--- src/rtl/signed_restoring_divider.sv ---
// Sequential signed divider: restoring division on operand magnitudes, one quotient
// bit per clock, then a sign fix-up. Shares the multiplier's start/done handshake.
`timescale 1ns/1ps
module signed_restoring_divider #(
  parameter int WIDTH = 32
) (
  input  logic             clk,
  input  logic             rst,
  input  logic             start,
  input  logic [WIDTH-1:0] dividend,
  input  logic [WIDTH-1:0] divisor,
  output logic [WIDTH-1:0] quotient,
  output logic [WIDTH-1:0] remainder,
  output logic             done,
  output logic             busy,
  output logic             div_by_zero
);
  localparam int CW = $clog2(WIDTH);
  localparam logic [1:0] S_IDLE    = 2'd0;
  localparam logic [1:0] S_COMPUTE = 2'd1;
  localparam logic [1:0] S_FIXUP   = 2'd2;

  logic [1:0]       state;
  logic [WIDTH:0]   a;
  logic [WIDTH-1:0] q, m;
  logic [CW-1:0]    count;
  logic             sign_q, sign_r;

  logic [WIDTH-1:0] dvd_mag, dvs_mag;
  logic [WIDTH+1:0] a_sh, diff;
  logic             ge;

  // Magnitudes come straight from the ports so the start edge sees fresh operands.
  always_comb begin
    dvd_mag = dividend[WIDTH-1] ? -dividend : dividend;
    dvs_mag = divisor[WIDTH-1]  ? -divisor  : divisor;
    a_sh    = {a, q[WIDTH-1]};
    diff    = a_sh - {2'b00, m};
    ge      = ~diff[WIDTH+1];
  end

  always_ff @(posedge clk or posedge rst) begin
    if (rst) begin
      state       <= S_IDLE;
      a           <= '0;
      q           <= '0;
      m           <= '0;
      count       <= '0;
      sign_q      <= 1'b0;
      sign_r      <= 1'b0;
      quotient    <= '0;
      remainder   <= '0;
      done        <= 1'b0;
      busy        <= 1'b0;
      div_by_zero <= 1'b0;
    end else begin
      done <= 1'b0;
      case (state)
        S_IDLE: begin
          if (start) begin
            sign_q <= dividend[WIDTH-1] ^ divisor[WIDTH-1];
            sign_r <= dividend[WIDTH-1];
            q      <= dvd_mag;
            m      <= dvs_mag;
            a      <= '0;
            count  <= '0;
            busy   <= 1'b1;
            state  <= S_COMPUTE;
          end
        end
        S_COMPUTE: begin
          // a_sh never carries into its top bit, so diff's MSB is a true borrow.
          a     <= ge ? diff[WIDTH:0] : a_sh[WIDTH:0];
          q     <= {q[WIDTH-2:0], ge};
          count <= count + 1'b1;
          if (count == CW'(WIDTH-1)) state <= S_FIXUP;
        end
        S_FIXUP: begin
          quotient    <= sign_q ? -q : q;
          remainder   <= sign_r ? -a[WIDTH-1:0] : a[WIDTH-1:0];
          div_by_zero <= (m == '0);
          done        <= 1'b1;
          busy        <= 1'b0;
          state       <= S_IDLE;
        end
        default: state <= S_IDLE;
      endcase
    end
  end
endmodule

--- config.mk ---
export PLATFORM = sky130hd
export DESIGN_NAME = signed_restoring_divider
export DESIGN_NICKNAME = d
export VERILOG_FILES = /design/src/rtl/signed_restoring_divider.sv
export SDC_FILE = /design/constraint.sdc
export NUM_CORES = 1
export LEC_CHECK = 0
export BUFFER_PORTS_ARGS = -buffer_cell sky130_fd_sc_hd__buf_2
export CAP_MARGIN = 20
export CORE_MARGIN = 10
export CORE_UTILIZATION = 45
export DETAILED_ROUTE_END_ITERATION = 10
export PLACE_DENSITY = 0.74
export SKIP_LAST_GASP = 1
export SYNTH_ARGS = -nofsm -noshare
export SYNTH_HDL_FRONTEND = slang
export SYNTH_SLANG_ARGS = --single-unit
export TNS_END_PERCENT = 20
--- constraint.sdc ---
create_clock -name clk -period 9.2 [get_ports clk]
set_input_delay 1.38 -clock clk [delete_from_list [all_inputs] [get_ports clk]]
set_output_delay 1.38 -clock clk [all_outputs]
set_load 0.02 [all_outputs]
# --- Word-level counts from Yosys, hierarchy flattened ---
# Cells that the tools add are included.
totals:
  ff_bits: 173
  in_bits: 67
  output_inout_bits: 67
  word_cells: 50
op_classes:
  addsub: 6
  eq_ne: 5
  mux: 17
  bitwise: 2
  n_reduce_logical: 8
ops:
  columns: ["op", "count"]
  rows:
  - ["two-way mux 32 bit", 5]
  - ["negation 32 bit", 4]
  - ["two-way mux 33 bit", 2]
  - ["case mux 33 bit (2 select lines)", 1]
  - ["case mux 32 bit (2 select lines)", 1]
  - ["subtractor 34 x 32 -> 34 bit", 1]
  - ["zero test 32 bit", 1]
  - ["case mux 5 bit (2 select lines)", 1]
  - ["AND reduction 2 bit", 4]
  - ["adder 5 x 1 -> 5 bit, second input constant", 1]
  - ["== test 5 bit, second input constant", 1]
  - ["two-way mux 5 bit", 1]
  - ["two-way mux 2 bit", 2]
  - ["!= test 2 bit, second input constant", 2]
  - ["case mux 2 bit (2 select lines)", 1]
  - ["nonzero test 2 bit", 2]
  - ["== test 2 x 1 -> 1 bit, second input constant", 1]
  - ["== test 2 bit, second input constant", 1]
  - ["zero test 2 bit", 1]
  - ["two-way mux 1 bit", 2]
  - ["case mux 1 bit (2 select lines)", 1]
  - ["inverter 1 bit", 1]
  - ["XOR 1 bit", 1]

# --- Depth between registers and ports, before layout ---
logic_depth:
  word_depth: 4
  depth_mapped: 14

# --- Worst setup path after synthesis ---
# Ideal clock, no wire load.
synth_timing:
  path_type: "input-to-reg"
  start: "input divisor[8]"
  end: "register m[20]"
  setup_time_ns: 0.133
  t_arrival_ns: 3.945
  t_required_ns: 9.067
  path_slack_ns: 5.122
  cell_stages: 9
  cell_sequence: "or4_4 or4_1 or2_1 or2_2 or3_4 or3_1 o31ai_1 xor2_1 o21ai_0"
synth_between:
  elab_chain_len: 2
synth_rtl:
  columns: ["item", "line_no", "text"]
  rows:
  - ["from (decl)", "11", "input logic [WIDTH-1:0] divisor,"]
  - ["negation 32 bit", "36", "dvs_mag = divisor[WIDTH-1] ? -divisor : divisor;"]
  - ["two-way mux 32 bit", "36", null]
  - ["to (signal assigned)", "64", "m <= dvs_mag;"]
  - ["to (decl)", "25", "logic [WIDTH-1:0] q, m;"]
# No other way between the ends.
# A chain may end at the register's enable or synchronous reset.

# --- Worst setup path after layout ---
layout_timing:
  start: "input divisor[8]"
  end: "register m[21]"
# The elaborated chain is that of the path after synthesis.

==> out/results.ini <==
[synthesis]
synth-xor-area-share=0.118
synth_area_um2=11000
synth_compound_area_frac=0.222
synth_simple_gate_area_frac=0.153
synth_seq_area_share=0.394
synthCells=1263
ys_ff_latch=173
synth_edf_count=0
yosysWarnings=0
async_flop_share=1.00
syn_nets=1369
synth_top_area_share=0.394
synthTopCellsByArea=dfrtp_1 39%, o21ai_0 9.8%, xor2_1 9.4%
synthMuxAreaShare=0.0246
synth_area_leader_cell=dfrtp_1
synth_top_family_by_area=compound AO/OA/AOI/OAI gates
synthFlopType=dfrtp_1
ys_types=63
synth_adder_area_share=0.0451
synth_area_per_cell_um2=8.69

[sta]
slew-limit-headroom=0.286
hold_viol_final=0
skew_ns=0.0125
post-route-min-period_ns=4.01
finalMaxSlewViolations=0
setup-violations-final=0
fmax_mhz=249
max_slew.worst_pin.slew_ns=1.07
setup_tns_ns=0
rsz0062_at_grt=no
min_period_over_period=0.436

[drt]
vias_per_cell=5.55
drt_iter0_markers=661
vias=9411
detail-route-antenna-nets=0
firstDrtPassIters=5
route.detailed.drc=0
wire_per_inst_um=16.5
wl_um=28000

[clocking]
postCtsHoldBufs=0
cts_root_buf=clkbuf_16
clk_path_buf_depth=2
cts.htree.levels=4
post_cts_resized=0
cts_tree=built
clk_pin_slew_ns=0.07
postCtsSetupBuffers=0
insertion_delay_ns=0.43
cts_made_buffers=17
clock_sinks=173

[worst_setup_path]
arrival_ns=4.28
cp-end-kind=flip-flop
required_ns=9.48
reg2reg_from=q[31]
worstPathMaxFanout=4
r2r_cells=13
cp-start-kind=input pin
critPathKind=input pin to flip-flop
rr_endpoint=a[30]
r2r_setup_slack_ns=5.20

[layout]
utilization=0.518
multi_input_area_um2=6200
nNetsFinal=1464
antenna_cells=0
area_growth_pct=14.2
fill_cells=2275
drive_above_1_share=0.144
regArea_um2=4330

[die]
start_util=0.454
die_h_um=176
dieArea_um2=31000
core_um2=24200
ios=134
die_w_um=176
fp-row-count=57

[global_route]
grt_max_degree=115
grt_pass1_wl_um=46600
track_usage=0.182
antenna_found_initial=0
grt_overflow=0
grt_pass1_vias=8880

[min_path]
worstHoldStart=remainder[10]
hold_class=flip-flop to flip-flop
whs_endpoint=remainder[10]
holdPathStages=2

[placed_design]
globalplace.congestion=0.921
dp_hpwl_um=21000
io_buffer_count=133

[power]
power.leakage_nw=5.64
irDropWorstVdd_uv=175
power_density_nw_per_um2=391
power_mw=4.91

[run]
maxCapViolations=0

[status]
status=finished, final reports clean

==> synthesized netlist by cell type (all sizes together) (3+ instances only) <==
cell type / n
and3: 11
xnor2: 30
dfrtp: 173
o21a: 8
nand2b: 3
nor2b: 6
a31oi: 7
nand3: 39
a21o: 6
and2: 3
inv: 55
or3: 14
a211oi: 6
o31ai: 29
clkbuf: 58
o21bai: 4
mux2i: 27
nand3b: 4
or4: 21
nor3: 7
ha: 38
nor4: 15
nor2: 45
or2: 9
a21oi: 50
xor2: 118
o21ai: 217
o41ai: 22
nand2: 165
nand4: 6
buf: 9
a22oi: 27
a21boi: 3
==> routing by layer <==
metal  global-route usage  share of wire  vias up
met4               0.0480          0.011        0
met1                0.252           0.48     4464
met5                    0              0        -
met3               0.0340          0.047       20
met2                0.286           0.46      216
li1                     -              -     4711
==> logic make-up (layout without fill, tap and decap cells) <==
| logic type | count (synthesis) | in the layout |
|---|---|---|
| flops | 173 | 173 |
| fa+ha+maj | 39 | 39 |
| simple gates | 352 | 352 |
| mux | 27 | 27 |
| xor+xnor | 148 | 148 |
| buf+inv | 122 | 230 |
| compound gates | 402 | 402 |
==> sequential cells by signal (all words and copies together) (netlist names) <==
signal	flops
state	2
count	5
sign_q	1
done	1
a	33
busy	1
q	32
remainder	32
quotient	32
m	32
sign_r	1
div_by_zero	1
==> cell type report <==
class	instances	area share
clock buffer	23	0.0381
clock inverter	9	0.0108
inverter	55	0.0169
multi-input combinational	968	0.495
sequential	173	0.345
tap	324	0.0323
timing repair buffer	143	0.0617
==> how the worst max path moves through the flow <==
stage                    start     to  slack [ns]  depth (start not counted)
finish              divisor[8]  m[21]        5.19                         10
global route             q[31]  a[30]        4.91                         13
CTS                      q[31]  a[30]        5.18                         13
detailed placement  divisor[8]  m[21]        4.75                         10
global placement    divisor[8]  m[20]        4.82                         10
floorplan                  rst   a[0]        3.13                          1
==> layout by cell type (no fill, tap or decap), types with 11 or more instances in the layout <==
cell,count
a21oi_1,50
a22oi_1,27
and3_1,11
buf_2,133
clkbuf_16,17
dfrtp_1,173
ha_1,38
inv_1,54
mux2i_1,27
nand2_1,164
nand3_1,39
nor2_1,43
nor4_1,15
o21ai_0,214
o31ai_1,29
o41ai_1,18
or3_1,13
or4_1,17
xnor2_1,29
xor2_1,118
==> worst max-delay path, stage by stage <==
cell	delay [ns]
buf_2	0.12
or4_4	0.55
or4_1	0.43
or2_1	0.24
or3_1	0.35
or2_2	0.31
or3_1	0.38
o41ai_2	0.25
xor2_1	0.19
o21ai_0	0.09
==> per-stage QoR <==
step | std cells | cell area [um^2] | hold WS [ns] | setup slack (ns)
4_1_cts | 1694 | 12500 | 0.480 | 5.18
3_5_place_dp | 1662 | 11900 | 0.465 | 4.75
2_1_floorplan | 1263 | 11000 | 0.449 | 3.13
6_report | 1695 | 12500 | 0.473 | 5.19
3_3_place_gp | 1661 | 11900 | 0.458 | 4.82
5_1_grt | 1695 | 12500 | 0.497 | 4.91
==> report_power, final <==
group	switching [mW]	internal (mW)
logic	1.57	1.17
clock network	0.305	0.450
registers	0.356	1.05
total	2.23	2.67
(Power assumes the default switching activity.)
